### config.mk
export PLATFORM = sky130hd
export DESIGN_NAME = tnet_tx_arbiter
export DESIGN_NICKNAME = d
export VERILOG_FILES = /design/src/rtl/tnet_pkg.sv /design/src/rtl/tnet_arb_pick2.sv /design/src/rtl/tnet_tx_arbiter.sv
export SDC_FILE = /design/constraint.sdc
export NUM_CORES = 1
export LEC_CHECK = 0
export CORE_AREA = 2 2 165 167
export CTS_CLUSTER_SIZE = 24
export DETAILED_ROUTE_END_ITERATION = 7
export DIE_AREA = 0 0 167 169
export GPL_TIMING_DRIVEN = 0
export PLACE_DENSITY = 0.64
export SKIP_CTS_REPAIR_TIMING = 1
export SLEW_MARGIN = 40
export SYNTH_ARGS = -nofsm -noshare
export SYNTH_HDL_FRONTEND = slang
export SYNTH_SLANG_ARGS = --single-unit
### constraint.sdc
create_clock -name c_clk_i -period 7.7 [get_ports c_clk_i]
set_input_delay 2.31 -clock c_clk_i [delete_from_list [all_inputs] [get_ports c_clk_i]]
set_output_delay 2.31 -clock c_clk_i [all_outputs]
set_load 0.1 [all_outputs]
### src/rtl/tnet_pkg.sv
// tnet_pkg: shared types and constants for the timing-network node.
//   TYPE_ARB_ST - TX arbiter FSM states (debug-visible encoding)
//   GRANT_LOC / GRANT_NET - grant encoding used by the arbiters
package tnet_pkg;

    typedef enum logic [1:0] {
        ST_IDLE = 2'd0,
        ST_TX   = 2'd1,
        ST_REL  = 2'd2
    } TYPE_ARB_ST;

    localparam logic GRANT_LOC = 1'b0;
    localparam logic GRANT_NET = 1'b1;

endpackage

### src/rtl/tnet_arb_pick2.sv
// tnet_arb_pick2: two-way round-robin pick, purely combinational.
//   loc_req, net_req - pending requests
//   last_grant       - previous winner (GRANT_LOC / GRANT_NET)
//   valid            - at least one request pending
//   grant            - winner; on a tie the source not granted last time wins
module tnet_arb_pick2
    import tnet_pkg::*;
(
    input  logic loc_req,
    input  logic net_req,
    input  logic last_grant,
    output logic valid,
    output logic grant
);

    always_comb begin
        valid = loc_req | net_req;
        grant = GRANT_LOC;
        if (loc_req && net_req) begin
            grant = ~last_grant;
        end else if (net_req) begin
            grant = GRANT_NET;
        end
    end

endmodule

### src/rtl/tnet_tx_arbiter.sv
// tnet_tx_arbiter: owns the single Aurora TX command slot and shares it
// between local commands and network-forward commands.
//   c_clk_i, c_rst_ni        - core clock, synchronous active-low reset
//   link_ready_i             - Aurora channel up; no grant without it
//   loc_req_i/header/dt      - local source request + word set, loc_ack_o back
//   net_req_i/header/dt      - forward source request + word set, net_ack_o back
//   ack_err_o                - qualifies either ack: 1 = aborted
//   tx_req_o/header/dt       - registered request + word set to the link
//   tx_ack_i                 - link accepted the word set
//   tx_cnt_o, err_cnt_o      - completed (wrapping) / aborted (saturating) counts
//   st_do                    - FSM state for debug
module tnet_tx_arbiter
    import tnet_pkg::*;
#(
    parameter int unsigned TIMEOUT = 1023
) (
    input  logic        c_clk_i,
    input  logic        c_rst_ni,
    input  logic        link_ready_i,
    input  logic        loc_req_i,
    input  logic [63:0] loc_header_i,
    input  logic [63:0] loc_dt_i,
    output logic        loc_ack_o,
    input  logic        net_req_i,
    input  logic [63:0] net_header_i,
    input  logic [63:0] net_dt_i,
    output logic        net_ack_o,
    output logic        ack_err_o,
    output logic        tx_req_o,
    output logic [63:0] tx_header_o,
    output logic [63:0] tx_dt_o,
    input  logic        tx_ack_i,
    output logic [15:0] tx_cnt_o,
    output logic [7:0]  err_cnt_o,
    output logic [1:0]  st_do
);

    // Last count value before the abort fires: tx_req_o stays up TIMEOUT cycles.
    localparam logic [15:0] TMO_LAST = 16'(TIMEOUT - 1);

    TYPE_ARB_ST  state;
    logic        last_grant;
    logic        grant;
    logic [15:0] tmo_cnt;

    logic        pick_valid;
    logic        pick_grant;
    logic        grant_req;

    tnet_arb_pick2 u_pick (
        .loc_req    (loc_req_i),
        .net_req    (net_req_i),
        .last_grant (last_grant),
        .valid      (pick_valid),
        .grant      (pick_grant)
    );

    // Only the granted source can release ST_REL.
    assign grant_req = (grant == GRANT_NET) ? net_req_i : loc_req_i;
    assign st_do     = state;

    always_ff @(posedge c_clk_i) begin
        if (!c_rst_ni) begin
            state       <= ST_IDLE;
            last_grant  <= GRANT_LOC;
            grant       <= GRANT_LOC;
            tmo_cnt     <= '0;
            tx_req_o    <= 1'b0;
            tx_header_o <= '0;
            tx_dt_o     <= '0;
            loc_ack_o   <= 1'b0;
            net_ack_o   <= 1'b0;
            ack_err_o   <= 1'b0;
            tx_cnt_o    <= '0;
            err_cnt_o   <= '0;
        end else begin
            // Acks are single-cycle pulses; only ST_TX re-asserts them.
            loc_ack_o <= 1'b0;
            net_ack_o <= 1'b0;
            ack_err_o <= 1'b0;
            case (state)
                ST_IDLE: begin
                    if (link_ready_i && pick_valid) begin
                        grant      <= pick_grant;
                        last_grant <= pick_grant;
                        tmo_cnt    <= '0;
                        tx_req_o   <= 1'b1;
                        if (pick_grant == GRANT_NET) begin
                            tx_header_o <= net_header_i;
                            tx_dt_o     <= net_dt_i;
                        end else begin
                            tx_header_o <= loc_header_i;
                            tx_dt_o     <= loc_dt_i;
                        end
                        state <= ST_TX;
                    end
                end
                ST_TX: begin
                    // A same-cycle ack beats both abort causes.
                    if (tx_ack_i) begin
                        tx_req_o  <= 1'b0;
                        loc_ack_o <= (grant == GRANT_LOC);
                        net_ack_o <= (grant == GRANT_NET);
                        tx_cnt_o  <= tx_cnt_o + 16'd1;
                        state     <= ST_REL;
                    end else if (tmo_cnt == TMO_LAST || !link_ready_i) begin
                        tx_req_o  <= 1'b0;
                        loc_ack_o <= (grant == GRANT_LOC);
                        net_ack_o <= (grant == GRANT_NET);
                        ack_err_o <= 1'b1;
                        if (err_cnt_o != 8'hFF) begin
                            err_cnt_o <= err_cnt_o + 8'd1;
                        end
                        state <= ST_REL;
                    end else begin
                        tmo_cnt <= tmo_cnt + 16'd1;
                    end
                end
                ST_REL: begin
                    if (!grant_req) begin
                        state <= ST_IDLE;
                    end
                end
                default: begin
                    tx_req_o <= 1'b0;
                    state    <= ST_IDLE;
                end
            endcase
        end
    end

endmodule

==> summary by stage, run 1 <==
Run status
The flow ran to the end, and the final reports show no timing, DRC or antenna violations.

Timing
Clock skew on the completed layout was measured at 17.0 ps. The highest clock rate is 213 MHz. Setup repair after global routing left no endpoint under its margin. The final number of hold-violating endpoints came to 0. At the pin with the least slew margin, the transition time is 787 ps. Adding up every negative setup slack in the final design gives 0 ps. The final critical-path required period is 4690 ps. In this run the tightest slew margin relative to its limit is 0.475. The final critical-path share of the clock period is 0.608.

The number of setup violations in the final report is 0. Hold timing on the final database bottoms out at a slack of 472 ps. The final max-slew violation count is 0.

Placed design
Counting tap cells, the placed design contains a total of 1586 instances. The total of buffers placed on input and output ports is 418. The placer's final routability congestion estimate is 0.806. Once detailed placement completed, the half-perimeter wirelength came to 23600 µm.

Yosys
The number of warning messages in the yosys log is 0. The number of flip-flops and latches in the synthesized netlist is 175. The number of flops mapped to enable cells by yosys is 0.

The post-synthesis instance total is a little over 800. The largest area contributor in the netlist is sky130_fd_sc_hd__dfxtp_1. The most frequently used flop master after synthesis is sky130_fd_sc_hd__dfxtp_1. By area the synthesized netlist is led by sky130_fd_sc_hd__dfxtp_1 45%, sky130_fd_sc_hd__mux2i_1 17%, sky130_fd_sc_hd__a211oi_1 13%. The number of nets in the synthesized netlist is 1092.

In this run the cell area of the synthesized design comes to ~0.0077 mm². The share of the Yosys chip area taken by registers is 0.454. Of the post-synthesis cell area, the dominant cell type holds 0.454. The proportion of register bits with asynchronous set or reset after synthesis is 0. Dividing the synthesized area by the synthesized cell count gives 9.35 µm².

Yosys mapped the design onto 45 distinct sky130hd cell types.

Final layout
The antenna diode instance count is 0. The non-filler instance count after layout is approximately 1600. The number of inserted filler cells in the final layout is ~2700. In the final layout, the multi-input gates occupy 0.00395 mm². The area used by sequential logic in the layout is between 0.003 and 0.004 mm². The count of nets after finishing is 1530. In the final layout, the share of cells above drive strength 1 is 0.160. The layout overhead on the synthesized area is 57.5%.

Clock network
CTS built an H-tree with a depth of 4. The maximum clock insertion buffer count is 2. At the later pin of the worst-skew pair, clock insertion delay measures 430 ps. The TritonCTS buffer count is 17. The clock input transition at the sequential cells of the worst setup and hold paths is 70 ps. The CTS sink count is between 150 and 200. TritonCTS built the clock tree. The cell chosen for the clock root is sky130_fd_sc_hd__clkbuf_16.

Power
Of the total power, the clock network draws 0.312. Of the total power, the share spent switching nets is 0.397. The sequential group share of total power is 0.351. The internal power of the cells totals 1.73 mW. Summed over all nets, the switching power comes to 1.14 mW. The completed layout was analyzed and its total power is around 2.9 mW.

The combinational cell fraction of total power is 0.337. In this run the power density over the cells is 235 mW/mm². The highest ir drop seen on vdd is about 130 µV. For this design the static power due to leakage is 5.12 nW.

Floorplan
The number of cell rows is 60. The boundary pin count is 420. The core region area is between 0.02 and 0.03 mm².

The overall die area is 0.0282 mm². The effective utilization at floorplan is 0.291. In this run the horizontal extent of the chip is 167 µm.

The y dimension of the die is between 150 and 200 µm.

Setup path
The endpoint required time on the critical path is roughly 8000 ps. The cell type of the slowest stage on the worst timing path is sky130_fd_sc_hd__clkbuf_1. The launching element type of the critical path is an input port. STA puts the critical path data arrival time at between 5000 and 6000 ps. In this design, the largest share of critical-path delay is due to buffers and inverters. The category of the most critical setup path is input port to flip-flop.

On the worst path, the slowest cell contributes a delay of 670 ps. In this run the worst path has a maximum fanout of 10. Traced cell by cell, the critical path runs through clkdlybuf4s50_1 -> nor2_1 -> nor4b_4 -> clkbuf_1 -> buf_1 -> nor2_1 -> a211oi_1. The critical path contains buffers and inverters numbering 3 combined. STA classifies the critical path endpoint as a flip-flop. The most frequent cell on the critical path is sky130_fd_sc_hd__nor2_1.

Hold path
The class of the most critical hold timing path is flip-flop to flip-flop.

Drt
The average via count per standard cell is 4.77. The per-cell routed wire length is 18.3 µm. For this block, the initial DRC count from the detailed router was 435. The remaining design rule violation count is 0. The iteration count of the initial detailed-routing pass is 5. Detailed routing inserted a total of 7713 vias. The antenna violation net count after detailed routing is 0.

The total wirelength of the detailed-routed design is 29500 µm.

GRT
The number of antenna violations at the first check in global routing came to 0. The number of global-route vias before repair is between 7000 and 8000. The largest net degree at the start of global routing is 17. The first global-routing pass estimated 43400 µm of wire. The sum of overflow across all layers after global routing is 0. In the global route stage, overall resource usage came out at 0.199.

Flow run
Max-cap violations in this run came to 0.
==> cells in the final DEF (no fill, tap or decap), drive strengths merged, types with 3 or more instances in the layout <==
master / instances
xor2: 10
o21ai: 13
nand3: 15
nand4: 8
and4: 4
a31oi: 8
o31ai: 9
a211oi: 129
xnor2: 7
clkinv: 5
dfxtp: 175
mux2i: 134
ha: 4
a21boi: 3
and3: 7
nor2: 162
buf: 170
and2: 3
clkdlybuf4s50: 260
a21oi: 13
nand2: 22
nor3b: 3
inv: 10
clkbuf: 74
nand2b: 4
==> cell families after synthesis <==
family	synth area share
AND/OR/NAND/NOR	0.140
multiplexers	0.174
buffers and inverters	0.0365
XOR/XNOR	0.0193
adder cells (fa/ha/maj)	0.00648
AO/OA/AOI/OAI	0.171
flip-flops	0.454
==> area by class of cell <==
| type | count | share of cell area |
|---|---|---|
| Sequential cell | 175 | 0.288 |
| Inverter | 6 | 0.00185 |
| Tap cell | 341 | 0.0351 |
| Clock inverter | 13 | 0.0127 |
| Buffer | 66 | 0.0217 |
| Clock buffer | 19 | 0.0364 |
| Multi-Input combinational cell | 579 | 0.324 |
| Timing Repair Buffer | 419 | 0.280 |
==> synth_stat cells (2+ instances only) <==
library cell and number:
sky130_fd_sc_hd__a211oi_1 129, sky130_fd_sc_hd__a21boi_0 2, sky130_fd_sc_hd__a21oi_1 12, sky130_fd_sc_hd__a31oi_1 8, sky130_fd_sc_hd__and2_1 3, sky130_fd_sc_hd__and3_1 7, sky130_fd_sc_hd__and3b_1 2, sky130_fd_sc_hd__and4_1 4
sky130_fd_sc_hd__buf_1 9, sky130_fd_sc_hd__buf_2 3, sky130_fd_sc_hd__clkbuf_1 53, sky130_fd_sc_hd__dfxtp_1 175, sky130_fd_sc_hd__ha_1 4, sky130_fd_sc_hd__inv_1 5, sky130_fd_sc_hd__mux2i_1 134, sky130_fd_sc_hd__nand2_1 22
sky130_fd_sc_hd__nand2b_1 4, sky130_fd_sc_hd__nand3_1 15, sky130_fd_sc_hd__nand3b_1 2, sky130_fd_sc_hd__nand4_1 8, sky130_fd_sc_hd__nor2_1 162, sky130_fd_sc_hd__nor3_1 2, sky130_fd_sc_hd__nor3b_1 2, sky130_fd_sc_hd__o211ai_1 2
sky130_fd_sc_hd__o21ai_0 12, sky130_fd_sc_hd__o31ai_1 9, sky130_fd_sc_hd__o41ai_1 2, sky130_fd_sc_hd__or4b_1 2, sky130_fd_sc_hd__xnor2_1 7, sky130_fd_sc_hd__xor2_1 10
==> registers in the layout, indices dropped and copies added, names as in the netlist <==
name,flops
ack_err_o,1
err_cnt_o,8
grant,1
loc_ack_o,1
net_ack_o,1
st_do,2
tmo_cnt,16
tx_cnt_o,16
tx_dt_o,64
tx_header_o,64
tx_req_o,1
==> metal layers <==
metal,global-route usage,vias up,part of all wire
met3,0.0421,22,0.052
met5,0,-,0
li1,-,3874,-
met1,0.238,3568,0.42
met2,0.366,249,0.52
met4,0.0416,0,0.013
==> worst paths after layout <==
check,cells after the start,slack (ps),start,end
max,7,3010,net_req_i,tx_header_o[59]
min,1,470,tmo_cnt[15],tmo_cnt[15]
max reg2reg,6,4900,st_do[1],tx_header_o[59]
min reg2reg,1,470,tmo_cnt[15],tmo_cnt[15]
==> power by group through the flow <==
| stage | Clock, mW | Combinational, mW | Sequential [mW] |
|---|---|---|---|
| 6_report | 0.892 | 0.963 | 1.01 |
| 5_1_grt | 0.948 | 1.00 | 1.01 |
| 4_1_cts | 0.910 | 0.972 | 1.00 |
| 3_5_place_dp | 0 | 0.971 | 1.03 |
| 3_3_place_gp | 0 | 1.03 | 1.03 |
| 2_1_floorplan | 0 | 0.198 | 1.50 |
==> worst reg2reg max path: stages, from the launching register on <==
cell	delay, ps
sky130_fd_sc_hd__dfxtp_1	310
sky130_fd_sc_hd__clkbuf_1	190
sky130_fd_sc_hd__nor4b_4	720
sky130_fd_sc_hd__clkbuf_1	670
sky130_fd_sc_hd__buf_1	500
sky130_fd_sc_hd__nor2_1	80
sky130_fd_sc_hd__a211oi_1	230
==> stage by stage <==
step	util	setup slack (ps)	instance area, µm²
6_report	0.459	3010	12200
2_1_floorplan	-	3600	7720
3_5_place_dp	0.436	2500	11600
5_1_grt	0.459	2840	12200
3_3_place_gp	0.465	2210	12300
4_1_cts	0.459	2950	12200
Power figures use the tool's default switching activity.
==> run 2, diff against run 1 <==
--- a/config.mk
+++ b/config.mk
@@ -5,12 +5,12 @@
 export SDC_FILE = /design/constraint.sdc
 export NUM_CORES = 1
 export LEC_CHECK = 0
-export CORE_AREA = 2 2 165 167
+export CORE_AREA = 2 2 164 166
 export CTS_CLUSTER_SIZE = 24
 export DETAILED_ROUTE_END_ITERATION = 7
-export DIE_AREA = 0 0 167 169
+export DIE_AREA = 0 0 166 168
 export GPL_TIMING_DRIVEN = 0
-export PLACE_DENSITY = 0.64
+export PLACE_DENSITY = 0.67
 export SKIP_CTS_REPAIR_TIMING = 1
 export SLEW_MARGIN = 40
 export SYNTH_ARGS = -nofsm -noshare
==> constraint.sdc (replaced) <==
create_clock -name c_clk_i -period 4.3 [get_ports c_clk_i]
set_input_delay 1.29 -clock c_clk_i [delete_from_list [all_inputs] [get_ports c_clk_i]]
set_output_delay 1.29 -clock c_clk_i [all_outputs]
set_load 0.1 [all_outputs]
==> run 2 against run 1 <==
- setup slack lost 2200 ps
- sequential share of layout area about the same
- global-route usage grew 0.30 points
- flip-flop and latch count unchanged
- highest routed layer unchanged
- combinational power is 79% higher
- worst hold slack worse by 1.6 ps
- critical path depth is 1 lower
- die area shrank 1.2%
==> summary by stage, run 2 (synthesis results as in run 1) <==
GRT
The number of global-route vias before repair is 7757 (was 7447). The met2 routing resource usage after global routing is 0.362 (was 0.366). The met3 usage was 0.0470 (was 0.0421). The largest net degree at the start of global routing is 17 (unchanged). The wire length of the first global-routing pass is 43700 µm (was 43400 µm). The overall routing resource usage is 0.202 (was 0.199). The fraction of met1 tracks used by global routing is 0.242 (was 0.238).

The number of antenna violations at the first check in global routing is 0 (unchanged). The busiest layer in global routing is met2 (unchanged). The sum of overflow across all layers after global routing came to 0 (unchanged).

Setup path
The sum of buffers and inverters on the critical path was 3 (unchanged). The register-to-register setup slack is 1650 ps (was 4900 ps). The endpoint kind of the worst setup timing path is a flip-flop (unchanged). The number of cell instances on the worst register-to-register path is 5 (was 6). The endpoint required time on the critical path is 4570 ps (was 8030 ps). The worst endpoint data arrival time is 3790 ps (was 5010 ps).

The highest net fanout along the worst path came to 10 (unchanged). The cell type of the slowest stage on the worst timing path is sky130_fd_sc_hd__nor4b_4 (was sky130_fd_sc_hd__clkbuf_1). The most frequent cell on the critical path was sky130_fd_sc_hd__clkbuf_1 (was sky130_fd_sc_hd__nor2_1). The beginning of the worst register-to-register path is st_do[1] (unchanged).

The launching element type of the critical path is an input port (unchanged). Cells traversed along the worst timing path: clkdlybuf4s50_1 -> nor2_1 -> nor4b_4 -> clkbuf_1 -> clkbuf_1 -> a211oi_1 (was clkdlybuf4s50_1 -> nor2_1 -> nor4b_4 -> clkbuf_1 -> buf_1 -> nor2_1 -> a211oi_1). The cell family with the largest share of critical-path delay is buffers and inverters (unchanged). The endpoint of the lowest-slack register-to-register path is tx_dt_o[62] (was tx_header_o[59]). The peak per-stage delay on the critical path is 610 ps (was 670 ps). The category of the most critical setup path was input port to flip-flop (unchanged).

Timing
After layout, the minimum clock period comes to 3520 ps. The worst relative slew slack was 0.455 (was 0.475). Setup repair after global routing missed its margin: false (unchanged). The final number of hold-violating endpoints came to 0 (unchanged). The maximum clock skew at final layout came to 9.41 ps (was 17.0 ps). The measured slew at the worst slew-check pin came to 817 ps (was 787 ps). Based on the critical path, the design can be clocked at up to 284 MHz. The number of setup violations in the final report came to 0 (unchanged).

The worst hold margin came to 471 ps (was 472 ps). The final max-slew violation count is 0 (unchanged). The final critical-path share of the clock period is 0.818.

Final layout
The area used by sequential logic in the layout came to 0.00350 mm² (unchanged). The proportion of layout cells with a drive suffix above 1 is 0.158 (was 0.160). The share of the core filled with cells is 0.462 (was 0.459). The most common cell after layout, fill and taps aside is sky130_fd_sc_hd__clkdlybuf4s50_1 (unchanged).

The number of inserted filler cells in the final layout is 2654 (was 2676). The count of nets after finishing was 1530 (unchanged). The antenna diode instance count is 0 (unchanged). The final design instance area without fill is 0.0122 mm² (about the same). Leading cell types in the layout, fill and taps excluded: 260 x sky130_fd_sc_hd__clkdlybuf4s50_1, 175 x sky130_fd_sc_hd__dfxtp_1, 162 x sky130_fd_sc_hd__nor2_1, 162 x sky130_fd_sc_hd__buf_2, 134 x sky130_fd_sc_hd__mux2i_1 (was 260 x sky130_fd_sc_hd__clkdlybuf4s50_1, 175 x sky130_fd_sc_hd__dfxtp_1, 162 x sky130_fd_sc_hd__nor2_1). Leading registers by flop count: tx_dt_o (64), tx_header_o (64) (unchanged). The layout overhead on the synthesized area is 57.7% (was 57.5%).

The footprint of the multi-input gates is 0.00395 mm² (about the same).

Placed design
The total of buffers placed on input and output ports was 418 (unchanged). The post-DP HPWL is 23200 µm (was 23600 µm). The placer's final routability congestion estimate is 0.809 (was 0.806).

The cell area after placement was 0.0116 mm² (unchanged).

Drt
The total number of vias is 7813 (was 7713). The antenna violation net count after detailed routing is 0 (unchanged). The total wirelength of the detailed-routed design is 29000 µm (was 29500 µm). The per-cell routed wire length is 17.9 µm (was 18.3 µm).

The iteration count of the initial detailed-routing pass is 5 (unchanged). The number of DRC markers after the initial detailed-route iteration is 368 (was 435). The remaining design rule violation count is 0 (unchanged). The average via count per standard cell is 4.84 (was 4.77).

Clock network
The clock input transition at the sequential cells of the worst setup and hold paths came to 70 ps (about the same). The CTS sink count was 175 (unchanged). The TritonCTS buffer count was 17 (unchanged). The maximum clock insertion buffer count came to 2 (unchanged). The cell chosen for the clock root is sky130_fd_sc_hd__clkbuf_16 (unchanged). The deepest level of the CTS H-tree was 4 (unchanged). The TritonCTS clock tree was done (unchanged). The clock latency of the later-clocked register in the worst-skew pair is 420 ps (was 430 ps).

Hold path
The launch instance of the worst min-delay path is tmo_cnt[15] (unchanged). The number of cells on the worst hold path is 1 (unchanged). The end of the worst hold path is tmo_cnt[15] (unchanged). The class of the most critical hold timing path was flip-flop to flip-flop (unchanged).

Floorplan
The boundary pin count came to 420 (unchanged). The overall die area is 0.0279 mm² (was 0.0282 mm²). The effective utilization at floorplan came to 0.293 (was 0.291).

The core region area is 0.0264 mm² (was 0.0265 mm²). The y dimension of the die is 168 µm (was 169 µm). The number of cell rows is 60 (unchanged). The die extent in x is 166 µm (was 167 µm).

Flow run
The max-cap violation count came to 0 (unchanged).

Run status
Run status: finished, final reports clean (unchanged).

Power
The total power density per cell area is 425 mW/mm² (was 235 mW/mm²). The power spent charging and discharging nets is 2.00 mW (was 1.14 mW). The sequential group share of total power was 0.348 (was 0.351). The combinational cell fraction of total power was 0.332 (was 0.337). The leakage power figure came to 5.11 nW (was 5.12 nW). The highest ir drop seen on vdd is 234 µV (was 130 µV). The proportion of total power due to net switching is 0.387 (was 0.397). The clock network fraction of total power is 0.320 (was 0.312).

The cell-internal power was 3.17 mW (was 1.73 mW). The total power draw was 5.18 mW (was 2.86 mW).
run 2: cell type report:
class,count,share of cell area
Clock inverter,12,0.0152
Timing Repair Buffer,419,0.280
Clock buffer,17,0.0349
Tap cell,341,0.0350
Buffer,66,0.0215
Multi-Input combinational cell,579,0.324
Inverter,6,0.00185
Sequential cell,175,0.288
run 2: power groups by stage:
stage	combinational [mW]	clock, mW	sequential (mW)
after floorplan	0.355	0	2.69
after global placement	1.83	0	1.84
after detailed placement	1.73	0	1.84
after CTS	1.73	1.69	1.80
after global routing	1.80	1.77	1.81
final	1.72	1.66	1.80
run 2: metrics by stage:
| stage | worst slack, ps | TNS, ps | std cells |
|---|---|---|---|
| global route | 489 | 0 | 1615 |
| global placement | -49.3 | -485 | 1585 |
| detailed placement | 213 | 0 | 1586 |
| floorplan | 1220 | 0 | 826 |
| CTS | 686 | 0 | 1615 |
| finish | 781 | 0 | 1615 |
run 2: how the worst max path moves through the flow:
stage	from	endpoint	slack, ps	depth (start not counted)
5_1_grt	net_req_i	tx_dt_o[50]	490	7
6_report	net_req_i	tx_dt_o[62]	780	6
3_5_place_dp	net_req_i	tx_dt_o[50]	210	7
4_1_cts	net_req_i	tx_dt_o[50]	690	7
2_1_floorplan	link_ready_i	tx_dt_o[40]	1220	6
3_3_place_gp	net_req_i	tx_header_o[0]	-50	6
run 2: metal layers:
layer	vias to the layer above	routed length, µm
met5	-	0
met4	0	631
met3	28	1530
met2	259	14700
met1	3660	12100
li1	3866	-
